--- src/rtl/gesture_pkg.sv ---
// Shared definitions for the palm locator and the finger-identification stage.
package gesture_pkg;

    localparam int COORD_W          = 10;
    localparam int RCNT_W           = 8;
    localparam int DEF_IMAGE_WIDTH  = 120;
    localparam int DEF_IMAGE_HEIGHT = 160;

    typedef logic [COORD_W-1:0] coord_t;

    typedef enum logic {
        SCAN    = 1'b0,
        PUBLISH = 1'b1
    } palm_state_t;

endpackage

--- src/rtl/row_run_stats.sv ---
// Per-row white-pixel accumulator. Outputs are the row statistics including
// the pixel presented this cycle, so a row can be closed on its last pixel.
module row_run_stats
    import gesture_pkg::*;
(
    input  logic              clk,
    input  logic              rst_n,
    input  logic              de_t,
    input  logic              object_image,
    input  logic [COORD_W-1:0] col,
    input  logic              row_start,
    output logic [RCNT_W-1:0] rcnt,
    output logic [COORD_W-1:0] rmin,
    output logic [COORD_W-1:0] rmax
);

    logic [RCNT_W-1:0] cnt_q, cnt_base;
    coord_t            min_q, max_q, min_base, max_base;
    logic              hit;

    always_comb begin
        cnt_base = row_start ? '0 : cnt_q;
        min_base = row_start ? '0 : min_q;
        max_base = row_start ? '0 : max_q;
        hit      = de_t && object_image;
        rcnt     = cnt_base;
        rmin     = min_base;
        rmax     = max_base;
        if (hit) begin
            if (cnt_base != '1)
                rcnt = cnt_base + 8'd1;
            // An empty row (count 0) takes the first white column as its left edge
            if (cnt_base == '0 || col < min_base)
                rmin = col;
            rmax = col;
        end
    end

    always_ff @(posedge clk) begin
        if (!rst_n) begin
            cnt_q <= '0;
            min_q <= '0;
            max_q <= '0;
        end else if (de_t) begin
            cnt_q <= rcnt;
            min_q <= rmin;
            max_q <= rmax;
        end
    end

endmodule

--- src/rtl/palm_locator.sv ---
// Streaming palm bounding-box extractor: qualifies rows by white count and
// publishes the per-frame box of qualifying rows one cycle after frame end.
module palm_locator
    import gesture_pkg::*;
#(
    parameter int IMAGE_WIDTH  = DEF_IMAGE_WIDTH,
    parameter int IMAGE_HEIGHT = DEF_IMAGE_HEIGHT,
    parameter int ROW_MIN_PIX  = 8,
    parameter int MIN_ROWS     = 4
) (
    input  logic               clk,
    input  logic               rst_n,
    input  logic               de_t,
    input  logic               object_image,
    output logic [COORD_W-1:0] palm_width,
    output logic [COORD_W-1:0] palm_height,
    output logic [COORD_W-1:0] start_of_palm_r,
    output logic [COORD_W-1:0] start_of_palm_c,
    output logic [COORD_W-1:0] end_of_palm_r,
    output logic [COORD_W-1:0] end_of_palm_c,
    output logic               frame_done
);

    localparam coord_t            LAST_COL = coord_t'(IMAGE_WIDTH - 1);
    localparam coord_t            LAST_ROW = coord_t'(IMAGE_HEIGHT - 1);
    localparam logic [RCNT_W-1:0] ROW_MIN  = RCNT_W'(ROW_MIN_PIX);
    localparam logic [7:0]        ROWS_MIN = 8'(MIN_ROWS);

    coord_t            col, row, rmin, rmax;
    logic [RCNT_W-1:0] rcnt;
    logic              last_col, frame_close, row_qual;

    coord_t     fmin_c, fmax_c, fmin_r, fmax_r, m_min_c, m_max_c, m_min_r, m_max_r;
    logic [7:0] nrows, m_nrows;

    coord_t     min_c_p1, max_c_p1, min_r_p1, max_r_p1;
    logic [7:0] nrows_p1;

    palm_state_t state_q, state_d;
    logic        publish;

    assign last_col    = (col == LAST_COL);
    assign frame_close = de_t && last_col && (row == LAST_ROW);
    assign row_qual    = de_t && last_col && (rcnt >= ROW_MIN);

    always_ff @(posedge clk) begin
        if (!rst_n) begin
            col <= '0;
            row <= '0;
        end else if (de_t) begin
            if (last_col) begin
                col <= '0;
                row <= (row == LAST_ROW) ? '0 : row + 10'd1;
            end else begin
                col <= col + 10'd1;
            end
        end
    end

    row_run_stats u_row_stats (
        .clk          (clk),
        .rst_n        (rst_n),
        .de_t         (de_t),
        .object_image (object_image),
        .col          (col),
        .row_start    (col == '0),
        .rcnt         (rcnt),
        .rmin         (rmin),
        .rmax         (rmax)
    );

    // Frame accumulators merged with the row closing this cycle
    always_comb begin
        m_min_c = fmin_c;
        m_max_c = fmax_c;
        m_min_r = fmin_r;
        m_max_r = fmax_r;
        m_nrows = nrows;
        if (row_qual) begin
            if (nrows == '0) begin
                m_min_c = rmin;
                m_max_c = rmax;
                m_min_r = row;
            end else begin
                m_min_c = (rmin < fmin_c) ? rmin : fmin_c;
                m_max_c = (rmax > fmax_c) ? rmax : fmax_c;
            end
            m_max_r = row;
            if (nrows != '1)
                m_nrows = nrows + 8'd1;
        end
    end

    // Stage 1: frame accumulators and staging of the closed frame
    always_ff @(posedge clk) begin
        if (!rst_n) begin
            fmin_c   <= '0;
            fmax_c   <= '0;
            fmin_r   <= '0;
            fmax_r   <= '0;
            nrows    <= '0;
            min_c_p1 <= '0;
            max_c_p1 <= '0;
            min_r_p1 <= '0;
            max_r_p1 <= '0;
            nrows_p1 <= '0;
        end else if (frame_close) begin
            min_c_p1 <= m_min_c;
            max_c_p1 <= m_max_c;
            min_r_p1 <= m_min_r;
            max_r_p1 <= m_max_r;
            nrows_p1 <= m_nrows;
            fmin_c   <= '0;
            fmax_c   <= '0;
            fmin_r   <= '0;
            fmax_r   <= '0;
            nrows    <= '0;
        end else if (row_qual) begin
            fmin_c <= m_min_c;
            fmax_c <= m_max_c;
            fmin_r <= m_min_r;
            fmax_r <= m_max_r;
            nrows  <= m_nrows;
        end
    end

    always_ff @(posedge clk) begin
        if (!rst_n)
            state_q <= SCAN;
        else
            state_q <= state_d;
    end

    always_comb begin
        state_d = state_q;
        case (state_q)
            SCAN:    if (frame_close) state_d = PUBLISH;
            PUBLISH: state_d = SCAN;
            default: state_d = SCAN;
        endcase
    end

    always_comb begin
        publish = (state_q == PUBLISH);
    end

    // Stage 2: published outputs, held until the next frame
    always_ff @(posedge clk) begin
        if (!rst_n) begin
            frame_done      <= 1'b0;
            palm_width      <= '0;
            palm_height     <= '0;
            start_of_palm_r <= '0;
            start_of_palm_c <= '0;
            end_of_palm_r   <= '0;
            end_of_palm_c   <= '0;
        end else begin
            frame_done <= publish;
            if (publish) begin
                if (nrows_p1 >= ROWS_MIN) begin
                    palm_width      <= max_c_p1 - min_c_p1 + 10'd1;
                    palm_height     <= max_r_p1 - min_r_p1 + 10'd1;
                    start_of_palm_r <= min_r_p1;
                    start_of_palm_c <= min_c_p1;
                    end_of_palm_r   <= max_r_p1;
                    end_of_palm_c   <= max_c_p1;
                end else begin
                    palm_width      <= '0;
                    palm_height     <= '0;
                    start_of_palm_r <= '0;
                    start_of_palm_c <= '0;
                    end_of_palm_r   <= '0;
                    end_of_palm_c   <= '0;
                end
            end
        end
    end

endmodule

--- config.mk ---
export PLATFORM = sky130hd
export DESIGN_NAME = palm_locator
export DESIGN_NICKNAME = d
export VERILOG_FILES = /design/src/rtl/gesture_pkg.sv /design/src/rtl/row_run_stats.sv /design/src/rtl/palm_locator.sv
export SDC_FILE = /design/constraint.sdc
export NUM_CORES = 1
export LEC_CHECK = 0
export ABC_AREA = 1
export BUFFER_PORTS_ARGS = -buffer_cell sky130_fd_sc_hd__buf_2
export CAP_MARGIN = 15
export CORE_MARGIN = 3
export CORE_UTILIZATION = 65
export CTS_BUF_LIST = sky130_fd_sc_hd__clkbuf_8 sky130_fd_sc_hd__clkbuf_16
export CTS_CLUSTER_DIAMETER = 30
export DETAILED_ROUTE_END_ITERATION = 8
export PLACE_DENSITY_LB_ADDON = 0.3
export SLEW_MARGIN = 20
export SYNTH_ARGS = -nofsm -noshare
export SYNTH_HDL_FRONTEND = slang
export SYNTH_SLANG_ARGS = --single-unit
--- constraint.sdc ---
create_clock -name clk -period 11.6 [get_ports clk]
set_input_delay 2.32 -clock clk [delete_from_list [all_inputs] [get_ports clk]]
set_output_delay 2.32 -clock clk [all_outputs]
set_load 0.03 [all_outputs]
# Yosys cells after proc, flatten, opt, wreduce, memory -nomap -nowiden
# Index checks and enable logic that the tools add are counted.
[word_totals] ff_bits=206 out_inout_bits=61
[classes] addsub=8 order_cmp=5 eq_ne=4 muxes=29 bitwise_logic=2 reduce_logical=10
[ops] cell="10-bit two-way mux" count=22
[ops] cell="10-bit by 1-bit adder with 10-bit output, second input constant" count=4
[ops] cell="8-bit two-way mux" count=5
[ops] cell="10-bit less-than comparator" count=2
[ops] cell="10-bit subtractor" count=2
[ops] cell="8-bit by 1-bit adder with 8-bit output, second input constant" count=2
[ops] cell="8-bit logical NOT" count=2
[ops] cell="8-bit != test, second input constant" count=2
[ops] cell="10-bit by 7-bit equality test with 1-bit output, second input constant" count=1
[ops] cell="10-bit by 8-bit equality test with 1-bit output, second input constant" count=1
[ops] cell="10-bit > comparator" count=1
[ops] cell="10-bit logical NOT" count=1
[ops] cell="8-bit by 3-bit greater-or-equal comparator with 1-bit output, second input constant" count=1
[ops] cell="8-bit by 4-bit greater-or-equal comparator with 1-bit output, second input constant" count=1
[ops] cell="1-bit logical AND" count=4
[ops] cell="1-bit inverter" count=2
[ops] cell="1-bit one-hot mux with 2 select lines" count=1
[ops] cell="2-bit AND reduction" count=1
[ops] cell="2-bit OR reduction" count=1
[ops] cell="1-bit logical OR" count=1
[ops] cell="1-bit two-way mux" count=1

# Longest topological paths before layout
[depth] ltp_word=10 depth_mapped=32 ltp_nobuf=30

# Modules after synthesis
# From an unflattened synthesis, not the netlist that was laid out.
[unflattened] hier_cells=1384 hier_area_um2=10143.5
[by_module_without_submodules] mod="palm_locator" instances=1 cells_per_inst=1034 area_each_um2=8026.4 seq_area_each_um2=3523.4
[by_module_without_submodules] mod="row_run_stats" instances=1 cells_per_inst=350 area_each_um2=2117.0 seq_area_each_um2=560.5

# Worst setup path before layout
# Ideal clock, no wire load.
[synth_path] kind="input-to-reg" start="input port object_image" end="register max_c_p1[0]" arrival_time_ns=4.753 required_time_ns=11.487 path_slack_ns=6.734 path_stages=22 cell_sequence="nand2_1 > inv_2 > buf_1 > clkbuf_1 > a22oi_1 > inv_1 > ha_1 > inv_1 > nor2_1 > nor2_1 > o21a_1 > o21ai_0 > a21oi_1 > o21ai_0 > o41ai_1 > inv_1 > o21ai_2 > buf_4 > nand2_1 > o21ai_2 > nand2_1 > nand2_1"
[synth_between] elab_chain_cells=6 elab_cells_between_ends=9
[synth_lines] item="start: declaration" line_no="palm_locator.sv:14" rtl="input logic object_image,"
[synth_lines] item="1-bit logical AND" line_no="row_run_stats.sv:25" rtl="hit = de_t && object_image;"
[synth_lines] item="10-bit two-way mux" line_no="row_run_stats.sv:29" rtl="if (hit) begin"
[synth_lines] item="named net rmax[1]" line_no="palm_locator.sv:29" rtl="coord_t col, row, rmin, rmax;"
[synth_lines] item="10-bit > comparator" line_no="palm_locator.sv:86" rtl="m_max_c = (rmax > fmax_c) ? rmax : fmax_c;"
[synth_lines] item="10-bit two-way mux" line_no="palm_locator.sv:86"
[synth_lines] item="10-bit two-way mux" line_no="palm_locator.sv:80" rtl="if (nrows == '0) begin"
[synth_lines] item="10-bit two-way mux" line_no="palm_locator.sv:79" rtl="if (row_qual) begin"
[synth_lines] item="end signal: assignment" line_no="palm_locator.sv:109" rtl="max_c_p1 <= m_max_c;"
[synth_lines] item="end: declaration" line_no="palm_locator.sv:36" rtl="coord_t min_c_p1, max_c_p1, min_r_p1, max_r_p1;"
# The timed path passes the listed nets, and every way through them passes these cells.
# A chain may end at the register's enable or synchronous reset.

# Worst setup path in the final report
[layout_path] start="input port de_t" end="register max_c_p1[6]"
[layout_between] elab_chain_cells=6 elab_cells_between_ends=11
[layout_lines] item="start: declaration" line_no="palm_locator.sv:13" rtl="input logic de_t,"
[layout_lines] item="1-bit logical AND" line_no="row_run_stats.sv:25"
[layout_lines] item="10-bit two-way mux" line_no="row_run_stats.sv:29"
[layout_lines] item="named net rmax[3]" line_no="palm_locator.sv:29"
[layout_lines] item="10-bit > comparator" line_no="palm_locator.sv:86"
[layout_lines] item="10-bit two-way mux" line_no="palm_locator.sv:86"
[layout_lines] item="10-bit two-way mux" line_no="palm_locator.sv:80"
[layout_lines] item="10-bit two-way mux" line_no="palm_locator.sv:79"
# The timed path passes the listed nets, and every way through them passes these cells.

==> results.txt <==
Status = finished clean
Most frequent cells in the layout = inv_1 (253), nand2_1 (224), dfxtp_1 (204)
Place WS = 5370 ps
Worst path bufs/invs = 4
Area growth from synthesis to layout = 17.6%
Power share of the sequential group = 0.359
Layout Nets = 1,469
Worst vdd ir = 0.154 mV
Yosys cell types = 53
Syn Nets = 1,410
Final period util = 0.492
Internal = 1.53 mW
Die height = 130 um
Critical Path RT = 12,060 ps
Fillers = 964
Design area = 0.0117 sq mm
Initial DRC Count = 663
CTS tree = built
Fmax = 175 MHz
IO buf count = 64
Diode count = 0
CTS Root Cell = clkbuf_16
Rel. slew slack = 0.336
Cell count after placement = 1,536
Placer congestion estimate = 0.922
Antenna Violating Nets Remaining = 0
Gr usage total = 0.283
Final Slew Violations = 0
Worst path most repeated cell = nand2_1
Seq/Total Area, Yosys = 0.409
Post-synth EDFFs = 0
Per-cell routed wire length = 14.6 um
Final Skew = 26.6 ps
Number of detailed-routing iterations run before antenna repair = 5
Clock transition at path regs = 50 ps
Row cnt = 44
Synth top area share = 0.409
Max Cap Viol = 0
Lkg Pwr = 5.30 nW
Residual DRC count = 0
Ports = 65
HP Class = register to register
Die area = 0.0169 sq mm
Switching power = 455 uW
WL final = 23,600 um
Final hold violations = 0
# hold bufs at CTS = 0
Worst-Skew Late Latency = 520 ps
Die span in x = 130 um
Overflow after GRT = 0
Min Tclk post-route = 5710 ps
Logic gate share of total power = 0.043
Element type at the critical path end = register
Antenna violations before repair = 0
Area contributors post-synth = dfxtp_1 (41%), inv_1 (9.4%), ha_1 (8.6%)
Clock power share = 0.598
Clock buffer depth = 3
Largest net degree at the start of global routing = 74
Leading cell type in the layout, fill and taps excluded = inv_1
Primary FF master, synth = dfxtp_1
Slowest CP cell = o21ai_2
Seq cells post-synth = 204
Starting Density = 0.677
Switching share of power = 0.229
Core box area = 0.0148 sq mm
First-pass GRT wire length = 39,200 um
P per Cell Area = 169 mW/mm^2
Slowest stage delay, CP = 780 ps
Final Non-Filler Cells = 1,608
H-tree depth = 2
Synthesized cell area = 0.00998 sq mm
Share of cells above drive strength 1 = 0.158
Final setup margin = 5890 ps
Vias/cell = 5.44
Post-CTS Resized = 0
Crit-path cells = buf_2 > nand2_1 > inv_2 > nor2_1 > a22oi_1 > inv_1 > ha_1 > a21oi_1 > o21a_1 > o21ai_0 > a21oi_1 > o21ai_0 > o41ai_1 > inv_1 > o21ai_2 > nand2_1 > o21ai_2 > nand2_1 > nand2_1
CP Data Arrival Time = 6160 ps
Dominant cell type by area after synthesis = dfxtp_1
Avg Inst Size Synth = 7.48 sq um
Area after DPL = 0.0103 sq mm
Crit path kind = input port to register
Vias = 8,743
Number of global-route vias before repair = 8,557
Tot Pwr = 1.99 mW
Clock sinks = 204
Setup violators final = 0
Post-DP HPWL = 15,400 um
RSZ-0062 raised after global routing = false
Crit path max fanout = 32
Sum Neg Setup Slack = 0 ps
TritonCTS Buffers = 40
Syn Inst Count = 1,335
Synth Warn # = 0
Setup repair bufs after CTS = 0
Ys async rst share = 0
CP startpoint kind = input port
Worst-Margin Slew = 996 ps
CP delay by family, top = compound AO/OA/AOI/OAI gates
-- power groups by stage --
stage / Sequential (mW) / Clock (mW) / Combinational (mW)
2_1_floorplan: 0.725 / 0 / 0.0652
3_3_place_gp: 0.726 / 0 / 0.0809
3_5_place_dp: 0.727 / 0 / 0.0824
4_1_cts: 0.713 / 1.20 / 0.0840
5_1_grt: 0.713 / 1.24 / 0.0960
6_report: 0.713 / 1.19 / 0.0845
-- per-layer routing --
metal | wire (um) | vias up | share of wire | track usage
met2 | 12000 | 250 | 0.51 | 0.503
met1 | 9760 | 4032 | 0.41 | 0.335
met5 | 0 | - | 0 | 0
met3 | 970 | 73 | 0.041 | 0.0446
met4 | 801 | 0 | 0.034 | 0.134
li1 | - | 4388 | - | -
-- synthesized netlist by cell type, types with 3 or more instances --
| cell type | number |
|---|---|
| a31oi_1 | 3 |
| o22ai_1 | 50 |
| xor2_1 | 8 |
| xnor2_1 | 5 |
| clkbuf_1 | 37 |
| o21ai_2 | 23 |
| ha_1 | 69 |
| nand2_1 | 225 |
| nor2_1 | 122 |
| nor4_1 | 5 |
| o21ai_1 | 18 |
| and2_1 | 4 |
| nor2_4 | 3 |
| o21bai_1 | 3 |
| inv_2 | 22 |
| dfxtp_1 | 204 |
| nand2_2 | 18 |
| buf_6 | 5 |
| buf_1 | 3 |
| o32ai_1 | 3 |
| a211oi_1 | 6 |
| buf_4 | 3 |
| a21oi_1 | 50 |
| nand3_1 | 39 |
| o21ai_0 | 82 |
| nor2_2 | 7 |
| nand4_1 | 7 |
| a22oi_1 | 9 |
| nor3_1 | 17 |
| nand2_4 | 4 |
| inv_1 | 250 |
| nor3b_1 | 6 |
-- through the flow --
stage	hold slack [ps]	util
after global routing	473	0.796
after floorplan	415	-
after detailed placement	445	0.699
after global placement	445	0.699
final	456	0.796
after CTS	460	0.796
-- worst min-delay path: cells and delay by family (launching register included) --
kind,cells,cell delay (ps)
flops,1,310
simple gates,2,100
-- path summary, 6_finish.rpt --
path                            slack (ps)           to  cells past startpoint        start
worst max-delay path                  5890  max_c_p1[6]                     19         de_t
worst min-delay path                   460  min_c_p1[2]                      2  min_c_p1[2]
worst max register to register        6490    fmin_c[5]                     28       col[1]
worst min register to register         460  min_c_p1[2]                      2  min_c_p1[2]
-- area by class of cell --
class,count,area [sq um],share of cell area
multi-input combinational,807,4620,0.393
timing repair buffer,68,350,0.0298
inverter,273,1030,0.0877
clock buffer,47,1100,0.0934
clock inverter,25,333,0.0283
tap,184,230,0.0196
sequential,204,4080,0.348
-- logic make-up after synthesis --
group | Yosys count | share of synthesized area
and+or+nand+nor | 466 | 0.207
buffers and inverters | 324 | 0.129
AOI/OAI and AO/OA | 257 | 0.153
DFF | 204 | 0.409
adders and majority gates | 71 | 0.0905
xor gates and xnor gates | 13 | 0.0114
Power figures use the tool's default switching activity.
